$ cat src/rtl/mem_arbiter_if.sv
// Requester-side bus of the memory arbiter: one instance per bus master.
// The requester drives the master modport; the arbiter takes the slave modport.
interface mem_arbiter_if #(
    parameter int unsigned DBITS = 16
);
    logic             req;
    logic             we;
    logic [DBITS-1:0] addr;
    logic [DBITS-1:0] wdata;
    logic             gnt;
    logic             done;
    logic [DBITS-1:0] rdata;

    modport master (
        output req,
        output we,
        output addr,
        output wdata,
        input  gnt,
        input  done,
        input  rdata
    );

    modport slave (
        input  req,
        input  we,
        input  addr,
        input  wdata,
        output gnt,
        output done,
        output rdata
    );
endinterface

$ cat src/rtl/mem_arbiter.sv
// Two-master round-robin arbiter and address decoder in front of the single-port
// MEM array and the KEY/SW registers; each access takes IDLE -> ACCESS -> RESP.
module mem_arbiter #(
    parameter int unsigned DBITS = 16,
    parameter int unsigned ABITS = 12
) (
    input  logic             clk,
    input  logic             reset,
    mem_arbiter_if.slave     cpu,
    mem_arbiter_if.slave     dma,
    output logic [ABITS-1:0] mem_addr,
    output logic [DBITS-1:0] mem_din,
    output logic             mem_we,
    input  logic [DBITS-1:0] mem_dout,
    input  logic [3:0]       key,
    input  logic [9:0]       sw,
    output logic             busy
);
    localparam int unsigned WBITS = DBITS - 1;

    localparam logic [1:0] ST_IDLE   = 2'd0;
    localparam logic [1:0] ST_ACCESS = 2'd1;
    localparam logic [1:0] ST_RESP   = 2'd2;

    localparam logic [DBITS-1:0] KEY_ADDR = DBITS'(16'h0FF0);
    localparam logic [DBITS-1:0] SW_ADDR  = DBITS'(16'h0FF2);
    localparam logic [DBITS-1:0] DEAD_VAL = DBITS'(16'hDEAD);

    logic [1:0]       state;
    logic [1:0]       state_nx;
    logic             pick_dma;
    logic             enter_access;

    logic             last_dma;
    logic             sel_dma;
    logic             lat_we;
    logic [WBITS-1:0] lat_waddr;
    logic [DBITS-1:0] lat_wdata;

    logic             cpu_gnt_q;
    logic             dma_gnt_q;
    logic             cpu_done_q;
    logic             dma_done_q;
    logic             busy_q;
    logic [DBITS-1:0] cpu_rdata_q;
    logic [DBITS-1:0] dma_rdata_q;

    logic             key_hit;
    logic             sw_hit;
    logic             io_hit;
    logic             mem_en;
    logic [DBITS-1:0] rd_val;

    // State register
    always_ff @(posedge clk) begin
        if (reset) begin
            state <= ST_IDLE;
        end else begin
            state <= state_nx;
        end
    end

    // Next state; on a tie the port not served last wins
    always_comb begin
        state_nx     = state;
        enter_access = 1'b0;
        pick_dma     = dma.req & (~cpu.req | ~last_dma);
        case (state)
            ST_IDLE: begin
                if (cpu.req | dma.req) begin
                    state_nx     = ST_ACCESS;
                    enter_access = 1'b1;
                end
            end
            ST_ACCESS: state_nx = ST_RESP;
            ST_RESP:   state_nx = ST_IDLE;
            default:   state_nx = ST_IDLE;
        endcase
    end

    // Address decode of the latched word address; I/O wins over the memory window
    always_comb begin
        key_hit = (lat_waddr == KEY_ADDR[DBITS-1:1]);
        sw_hit  = (lat_waddr == SW_ADDR[DBITS-1:1]);
        io_hit  = key_hit | sw_hit;
        mem_en  = (lat_waddr[WBITS-1:ABITS] == '0);
        if (key_hit) begin
            rd_val = DBITS'(key);
        end else if (sw_hit) begin
            rd_val = DBITS'(sw);
        end else if (mem_en) begin
            rd_val = mem_dout;
        end else begin
            rd_val = DEAD_VAL;
        end
    end

    // Request latch, handshake flags and read-data capture
    always_ff @(posedge clk) begin
        if (reset) begin
            last_dma    <= 1'b1;
            sel_dma     <= 1'b0;
            lat_we      <= 1'b0;
            lat_waddr   <= '0;
            lat_wdata   <= '0;
            cpu_gnt_q   <= 1'b0;
            dma_gnt_q   <= 1'b0;
            cpu_done_q  <= 1'b0;
            dma_done_q  <= 1'b0;
            busy_q      <= 1'b0;
            cpu_rdata_q <= '0;
            dma_rdata_q <= '0;
        end else begin
            cpu_gnt_q  <= enter_access & ~pick_dma;
            dma_gnt_q  <= enter_access & pick_dma;
            cpu_done_q <= (state == ST_ACCESS) & ~sel_dma;
            dma_done_q <= (state == ST_ACCESS) & sel_dma;
            busy_q     <= (state_nx != ST_IDLE);
            if (enter_access) begin
                sel_dma  <= pick_dma;
                last_dma <= pick_dma;
                if (pick_dma) begin
                    lat_we    <= dma.we;
                    lat_waddr <= dma.addr[DBITS-1:1];
                    lat_wdata <= dma.wdata;
                end else begin
                    lat_we    <= cpu.we;
                    lat_waddr <= cpu.addr[DBITS-1:1];
                    lat_wdata <= cpu.wdata;
                end
            end
            if ((state == ST_ACCESS) && !lat_we) begin
                if (sel_dma) begin
                    dma_rdata_q <= rd_val;
                end else begin
                    cpu_rdata_q <= rd_val;
                end
            end
        end
    end

    // Reset gates the strobe directly so a write is killed in the cycle reset arrives
    assign mem_we   = (state == ST_ACCESS) & lat_we & mem_en & ~io_hit & ~reset;
    assign mem_addr = lat_waddr[ABITS-1:0];
    assign mem_din  = lat_wdata;
    assign busy     = busy_q;

    assign cpu.gnt   = cpu_gnt_q;
    assign cpu.done  = cpu_done_q;
    assign cpu.rdata = cpu_rdata_q;
    assign dma.gnt   = dma_gnt_q;
    assign dma.done  = dma_done_q;
    assign dma.rdata = dma_rdata_q;
endmodule

$ cat src/flat_wrapper.sv
// flat-port wrapper written by rule: the top's interface ports become plain ports
module mem_arbiter_flat 
#(
    parameter int unsigned DBITS = 16,
    parameter int unsigned ABITS = 12
)
  (clk, reset, mem_addr, mem_din, mem_we, mem_dout, key, sw, busy, cpu_req, cpu_we, cpu_addr, cpu_wdata, cpu_gnt, cpu_done, cpu_rdata, dma_req, dma_we, dma_addr, dma_wdata, dma_gnt, dma_done, dma_rdata);
  mem_arbiter_if #(.DBITS(DBITS)) cpu_i ();
  mem_arbiter_if #(.DBITS(DBITS)) dma_i ();
  input  logic clk;
  input  logic reset;
  output logic [ABITS-1:0] mem_addr;
  output logic [DBITS-1:0] mem_din;
  output logic mem_we;
  input  logic [DBITS-1:0] mem_dout;
  input  logic [3:0] key;
  input  logic [9:0] sw;
  output logic busy;
  input wire logic [$bits(cpu_i.req)-1:0] cpu_req;
  input wire logic [$bits(cpu_i.we)-1:0] cpu_we;
  input wire logic [$bits(cpu_i.addr)-1:0] cpu_addr;
  input wire logic [$bits(cpu_i.wdata)-1:0] cpu_wdata;
  output wire logic [$bits(cpu_i.gnt)-1:0] cpu_gnt;
  output wire logic [$bits(cpu_i.done)-1:0] cpu_done;
  output wire logic [$bits(cpu_i.rdata)-1:0] cpu_rdata;
  input wire logic [$bits(dma_i.req)-1:0] dma_req;
  input wire logic [$bits(dma_i.we)-1:0] dma_we;
  input wire logic [$bits(dma_i.addr)-1:0] dma_addr;
  input wire logic [$bits(dma_i.wdata)-1:0] dma_wdata;
  output wire logic [$bits(dma_i.gnt)-1:0] dma_gnt;
  output wire logic [$bits(dma_i.done)-1:0] dma_done;
  output wire logic [$bits(dma_i.rdata)-1:0] dma_rdata;
  assign cpu_i.req = cpu_req;
  assign cpu_i.we = cpu_we;
  assign cpu_i.addr = cpu_addr;
  assign cpu_i.wdata = cpu_wdata;
  assign cpu_gnt = cpu_i.gnt;
  assign cpu_done = cpu_i.done;
  assign cpu_rdata = cpu_i.rdata;
  assign dma_i.req = dma_req;
  assign dma_i.we = dma_we;
  assign dma_i.addr = dma_addr;
  assign dma_i.wdata = dma_wdata;
  assign dma_gnt = dma_i.gnt;
  assign dma_done = dma_i.done;
  assign dma_rdata = dma_i.rdata;
  mem_arbiter #(.DBITS(DBITS), .ABITS(ABITS)) u_core (.clk(clk), .reset(reset), .cpu(cpu_i), .dma(dma_i), .mem_addr(mem_addr), .mem_din(mem_din), .mem_we(mem_we), .mem_dout(mem_dout), .key(key), .sw(sw), .busy(busy));
endmodule
$ cat config.mk
export PLATFORM = sky130hd
export DESIGN_NAME = mem_arbiter_flat
export DESIGN_NICKNAME = d
export VERILOG_FILES = /design/src/rtl/mem_arbiter_if.sv /design/src/rtl/mem_arbiter.sv /design/src/flat_wrapper.sv
export SDC_FILE = /design/constraint.sdc
export NUM_CORES = 1
export LEC_CHECK = 0
export BUFFER_PORTS_ARGS = -buffer_cell sky130_fd_sc_hd__buf_2
export CAP_MARGIN = 10
export CORE_UTILIZATION = 47
export CTS_CLUSTER_DIAMETER = 80
export DETAILED_ROUTE_END_ITERATION = 16
export GPL_ROUTABILITY_DRIVEN = 0
export HOLD_SLACK_MARGIN = 0.05
export PLACE_DENSITY = 0.8
export SETUP_SLACK_MARGIN = 0.5
export SKIP_LAST_GASP = 1
export SLEW_MARGIN = 20
export SYNTH_ARGS = -nofsm -noshare
export SYNTH_HDL_FRONTEND = slang
export SYNTH_SLANG_ARGS = --single-unit
$ cat constraint.sdc
create_clock -name clk -period 2.2 [get_ports clk]
set_input_delay 0.66 -clock clk [delete_from_list [all_inputs] [get_ports clk]]
set_output_delay 0.66 -clock clk [all_outputs]
set_load 0.005 [all_outputs]
==> out/results.ini, run 1 <==
[critical_path]
cp_cell_sequence = nand4bb_4 > nor3_4 > nor2_1 > buf_2
ff2ff_setup_slack_ns = 0.56
critPathMaxFanout = 3
crit_path_max_incr_delay_ns = 0.33
worst_setup_path_end_kind = output pin
reg2reg_depth = 6
cp_slowest_cell = dfxtp_2
critPathKind = reg -> out
cp_top_family = simple AND/OR/NAND/NOR gates
cp-endpoint = mem_we
cp-startpoint = u_core.lat_waddr[2]
r2r_end = u_core.cpu.rdata[2]
start_kind = flop
crit_required_ns = 1.54
path_depth = 4
reg2reg_from = u_core.lat_waddr[2]
worst-path-buf-inv = 1
cp.arrival_ns = 1.27

[layout]
final_cell_area_um2 = 4100
final-instance-count-excl-fill = 538
num-nets-final = 558
drive_gt1_frac = 0.503
post-route-util = 0.681
fillers = 490
antenna_cells = 0
area_delta_synth_final_pct = 37.6

[logic_synthesis]
syn-mean-instance-area_um2 = 9.74
syn_nets = 406
async_reset_ff_frac = 0
netlist_area_um2 = 2980
syn_inst = 306
yosys_warnings = 0
ys_seq_area_frac = 0.490
synth_edf_count = 0
synth_ff_type = dfxtp_1
ys_ff_latch = 73
ys_types = 38

[place]
placed_cells = 515
portBuffers = 163
hpwlAfterDp_mm = 5.86
placed_cell_area_um2 = 3790

[floorplanning]
die_h_um = 81.7
die_x_um = 81.7
fp-row-count = 28
die_area_um2 = 6670
ios = 166
core-area_um2 = 6030
start_util = 0.495

[timing]
relSlewSlack = 0.714
hold_violations = 0
max_freq_mhz = 518
fin_skew_ns = 0.0144
tightest_slew_ns = 0.425
min_period_ns = 1.93
hold_slack_ns = 0.474
fin_tns_setup_ns = 0
setup_viol = 0
final.period_utilization = 0.878
slew_viol_final = 0
rsz0062_at_grt = yes

[cts]
root_buffer = clkbuf_8
cts_hold_buffers = 0
htreeDepth = 3
path_clk_slew_ns = 0.08
cts_tree = done
cts_buffer_depth = 2
insertion_delay_ns = 0.33
clock_sinks = 73
cts_buffers = 9

[drt]
firstDrtPassIters = 9
drt-initial-drc-count = 160
routed_wirelength_mm = 8.19
via_count = 2987
vias_per_cell = 5.55
drc_errors = 0
wl_per_cell_um = 15.2
antenna_left = 0

[power_and_ir_drop]
p_clk_frac = 0.338
p_leak_nw = 1.95
p_per_area_nw_per_um2 = 768
pwr-share-seq = 0.479
comb_power_share = 0.183
ir_drop_uv = 500
p_int_mw = 2.30
swShare = 0.268
power_switching_mw = 0.844

[min_path]
hp-class = reg -> reg
min_from = u_core.dma.rdata[13]

[run_status]
status = completed

[global_route]
grt_pass1_wl_mm = 12.1
grt_pass1_vias = 2646
gr-total-overflow = 0
antenna_found_initial = 0
grt_max_degree = 74
grt_use_total = 0.241

[flow_run]
cap_violations = 0

[area by class of cell]
class	instances	area (µm²)	area share
well taps	75	93.8	0.0229
clock buffers	11	151	0.0369
repair buffers	180	956	0.233
clock inverters	5	53.8	0.0131
flip-flops and latches	73	1480	0.360
multi-input cells	191	1360	0.331
inverters	3	11.3	0.00275
[cells by family (layout without fill, tap and decap cells)]
family,after synthesis,count (layout),share of synthesized area
simple gates,110,110,0.188
flops,73,73,0.490
compound gates,73,73,0.222
buf+inv,42,199,0.0726
mux,8,8,0.0281
[tightest hold or removal path, cell delays in order, from the launching register on]
cell and delay, ns:
dfxtp_1 0.31, nand2b_1 0.06, a21oi_1 0.05
[worst min-delay path by stage]
stage | end | slack (ns) | cells after the start
floorplan | u_core.last_dma | 0.45 | 1
global placement | u_core.dma.rdata[13] | 0.46 | 2
detailed placement | u_core.last_dma | 0.46 | 1
CTS | u_core.dma.rdata[13] | 0.48 | 2
global route | u_core.dma.rdata[13] | 0.50 | 2
finish | u_core.dma.rdata[13] | 0.47 | 2
[timing repair]
item                                    CTS  global route
cloned                                    0             0
endpoints found under the setup margin   14            21
setup buffers                             1             6
resized for setup                         9            12
pin swaps                                 3             5
[flip-flops by register name, indices dropped and copies added, names as in the netlist, 2 cells and up]
register and cells:
u_core.state 2, u_core.mem_din 16, u_core.lat_waddr 15, u_core.dma.rdata 16, u_core.cpu.rdata 16
[through the flow]
| stage | setup WS [ns] | total power [mW] |
|---|---|---|
| after detailed placement | 0.353 | 2.08 |
| after global placement | 0.372 | 2.07 |
| after floorplan | 0.484 | 1.86 |
| final | 0.269 | 3.15 |
| after CTS | 0.179 | 3.14 |
| after global routing | 0.175 | 3.30 |
[layout by cell type (no fill, tap or decap), types with 3 or more instances in the layout]
cell type and count:
buf_2 163, mux2_2 3, clkbuf_8 11, a311oi_1 6
a211oi_1 15, nand3_1 3, a21oi_1 3, clkinv_2 3
dfxtp_1 61, mux2i_1 3, a222oi_1 32, dfxtp_2 12
nor2_1 64, buf_4 16, inv_1 3, nand2_1 17
a211oi_2 6
[synthesized netlist by cell type (2+ instances only)]
cell type | number | area share
nor2_1 | 65 | 0.082
a211oi_2 | 6 | 0.025
nor3_1 | 3 | 0.0050
a21oi_1 | 3 | 0.0050
dfxtp_1 | 73 | 0.49
a31oi_1 | 2 | 0.0042
o32ai_1 | 2 | 0.0059
and2_1 | 3 | 0.0063
nor2b_1 | 2 | 0.0042
a211oi_1 | 15 | 0.038
nand2_1 | 17 | 0.021
mux2_2 | 3 | 0.011
nand2b_1 | 3 | 0.0063
clkbuf_1 | 20 | 0.025
nand3_1 | 4 | 0.0067
a2bb2oi_1 | 2 | 0.0059
buf_2 | 5 | 0.0084
o21bai_1 | 2 | 0.0050
a222oi_1 | 32 | 0.11
mux2i_1 | 5 | 0.017
inv_1 | 3 | 0.0038
buf_4 | 14 | 0.035
a311oi_1 | 6 | 0.018
and3_1 | 2 | 0.0042
[metal layers]
layer | GRT usage | up-vias | share of wire
met2 | 0.418 | 159 | 0.49
li1 | - | 1444 | -
met5 | 0 | - | 0
met4 | 0.0965 | 0 | 0.016
met3 | 0.0600 | 15 | 0.085
met1 | 0.283 | 1369 | 0.41
[power by group through the flow]
stage | Clock, mW | Combinational (mW) | Sequential [mW]
finish | 1.07 | 0.575 | 1.51
global route | 1.14 | 0.639 | 1.52
CTS | 1.08 | 0.558 | 1.50
detailed placement | 0 | 0.553 | 1.53
global placement | 0 | 0.538 | 1.53
floorplan | 0 | 0.334 | 1.52
No activity file was read; power rests on OpenSTA's default activity.
==> inputs of run 2 (changes only) <==
--- a/config.mk
+++ b/config.mk
@@ -12,6 +12,7 @@
 export DETAILED_ROUTE_END_ITERATION = 16
 export GPL_ROUTABILITY_DRIVEN = 0
 export HOLD_SLACK_MARGIN = 0.05
+export MAX_ROUTING_LAYER = met4
 export PLACE_DENSITY = 0.8
 export SETUP_SLACK_MARGIN = 0.5
 export SKIP_LAST_GASP = 1
==> constraint.sdc (replaced) <==
create_clock -name clk -period 2.3 [get_ports clk]
set_input_delay 0.69 -clock clk [delete_from_list [all_inputs] [get_ports clk]]
set_output_delay 0.69 -clock clk [all_outputs]
set_load 0.005 [all_outputs]
==> run 2 against run 1 <==
  * Count of clock-buffer cells in the layout down 2
  * Sequential share of layout area up 0.46 points
  * Highest routed layer unchanged
  * First-iteration DRC count up 30%
  * Critical endpoint unchanged
==> out/results.ini, run 2 (same netlist as run 1, synthesis figures left out) <==
[cts]
cts_buffers = 9  ; unchanged
root_buffer = clkbuf_8
cts_tree = done
insertion_delay_ns = 0.34  ; about the same
cts_hold_buffers = 0  ; unchanged
clock_sinks = 73  ; unchanged
htreeDepth = 3  ; unchanged
cts_buffer_depth = 2  ; unchanged
path_clk_slew_ns = 0.08  ; about the same

[drt]
wl_per_cell_um = 15.3  ; +0.27%
via_count = 2972  ; -0.50%
drc_errors = 0  ; unchanged
firstDrtPassIters = 8  ; -1
drt-initial-drc-count = 208  ; +30%
routed_wirelength_mm = 8.21  ; +0.27%
vias_per_cell = 5.52  ; -0.50%
antenna_left = 0  ; unchanged

[power_and_ir_drop]
ir_drop_uv = 476  ; -4.8%
p_per_area_nw_per_um2 = 704  ; -8.3%
p_leak_nw = 1.92  ; -1.4%

[critical_path]
ff2ff_setup_slack_ns = 0.67  ; +0.11 ns
worst-path-buf-inv = 2  ; +1
cp.arrival_ns = 1.30  ; +0.03 ns
cp-startpoint = u_core.lat_waddr[14]
reg2reg_depth = 5  ; -1
worst_setup_path_end_kind = output pin
critPathKind = reg -> out
r2r_end = u_core.cpu.rdata[13]
crit_required_ns = 1.61  ; +0.07 ns
critPathMaxFanout = 3  ; unchanged
reg2reg_from = u_core.lat_waddr[2]
cp_cell_sequence = nor3_2 > buf_4 > nand3_2 > nor2_2 > buf_2
start_kind = flop
cp_top_family = simple AND/OR/NAND/NOR gates
crit_path_max_incr_delay_ns = 0.34  ; about the same
cp_slowest_cell = dfxtp_2

[global_route]
grt_use_total = 0.252  ; +0.0116
grt_pass1_wl_mm = 12.3  ; +1.9%
gr-total-overflow = 0  ; unchanged
grt_busiest_layer = met2
antenna_found_initial = 0  ; unchanged
grt_pass1_vias = 2717  ; +2.7%
use_met1 = 0.299  ; +0.0163
grt_max_degree = 74  ; unchanged
met2_usage = 0.425  ; +0.00750
grtUsageMet3 = 0.0422  ; -0.0178

[flow_run]
cap_violations = 0  ; unchanged

[place]
portBuffers = 163  ; unchanged
hpwlAfterDp_mm = 5.86  ; about the same
placed_cells = 514  ; -0.19%
dpl_worst_slack_ns = 0.282  ; -0.0712 ns

[layout]
drive_gt1_frac = 0.508  ; +0.00432
fillers = 523  ; +6.7%
mostFrequentLayoutCell = buf_2
final-instance-count-excl-fill = 538  ; unchanged
antenna_cells = 0  ; unchanged
final_cell_mix = buf_2, nor2_1, dfxtp_1
num-nets-final = 558  ; unchanged
area_delta_synth_final_pct = 36.4
post-route-util = 0.675  ; -0.00581

[timing]
setup_viol = 0  ; unchanged
relSlewSlack = 0.486  ; -0.228
max_freq_mhz = 502
fin_skew_ns = 0.0122  ; -0.00226 ns
hold_slack_ns = 0.470  ; -0.00404 ns
tightest_slew_ns = 0.770  ; +0.345 ns
fin_tns_setup_ns = 0  ; unchanged
final.period_utilization = 0.867
hold_violations = 0  ; unchanged
slew_viol_final = 0  ; unchanged
rsz0062_at_grt = yes
setup_slack_ns = 0.307  ; +0.0377 ns
min_period_ns = 1.99

[floorplanning]
core-area_um2 = 6030  ; unchanged
die_h_um = 81.7  ; unchanged
die_x_um = 81.7  ; unchanged
ios = 166  ; unchanged
die_area_um2 = 6670  ; unchanged
fp-row-count = 28  ; unchanged
start_util = 0.495  ; unchanged

[min_path]
hold_end = u_core.dma.rdata[13]
hp-class = reg -> reg
holdPathStages = 2  ; unchanged
min_from = u_core.dma.rdata[13]

[run_status]
status = completed

==> run 2: cell count changes in the layout (fill, tap and decap cells not counted), sizes merged <==
cell | previous run | this run
clkbuf | 11 | 9
clkinv | 4 | 5
clkinvlp | 0 | 1
bufinv | 1 | 0
inv | 3 | 4
==> run 2: worst max path at each step <==
| stage | slack [ns] | cells after the start | to |
|---|---|---|---|
| 5_1_grt | 0.23 | 5 | mem_we |
| 6_report | 0.31 | 5 | mem_we |
| 3_5_place_dp | 0.28 | 5 | u_core.cpu.rdata[1] |
| 2_1_floorplan | 0.51 | 4 | mem_we |
| 3_3_place_gp | 0.32 | 5 | u_core.cpu.rdata[1] |
| 4_1_cts | 0.28 | 4 | mem_we |
==> run 2: area by class of cell <==
| class | instances | area [µm²] | share of cell area |
|---|---|---|---|
| Clock buffer | 9 | 124 | 0.0305 |
| Clock inverter | 7 | 45.0 | 0.0111 |
| Inverter | 3 | 11.3 | 0.00277 |
| Multi-Input combinational cell | 191 | 1350 | 0.333 |
| Sequential cell | 73 | 1480 | 0.365 |
| Tap cell | 75 | 93.8 | 0.0231 |
| Timing Repair Buffer | 180 | 956 | 0.235 |
==> run 2: metal layers <==
layer,up-vias,wire [µm]
met4,0,86
li1,1446,-
met3,7,553
met5,-,0
met1,1393,3480
met2,126,4090
==> run 2: what timing repair did <==
action | in CTS | in global routing
pin swaps | 3 | 3
endpoints found under the setup margin | 1 | 6
resized for setup | 11 | 12
buffers inserted | 5 | 3
==> run 2: report_power, final <==
part           total (mW)  switching (mW)  internal, mW  leakage, nW
combinational       0.561           0.275         0.285         1.23
sequential           1.44          0.0687          1.37        0.604
clock               0.866           0.477         0.389       0.0891
total                2.86           0.821          2.04         1.92
==> run 2: tightest hold or removal path, delay by kind of cell, from the launching register on <==
family,cells,cell delay (ns)
AOI/OAI and AO/OA,1,0.05
DFF,1,0.32
and+or+nand+nor,1,0.06
==> run 2: stage by stage <==
stage / instance area, µm² / power [mW]
2_1_floorplan: 3000 / 1.77
3_3_place_gp: 3780 / 1.97
3_5_place_dp: 3780 / 1.99
4_1_cts: 4020 / 2.88
5_1_grt: 4070 / 3.01
6_report: 4070 / 2.86
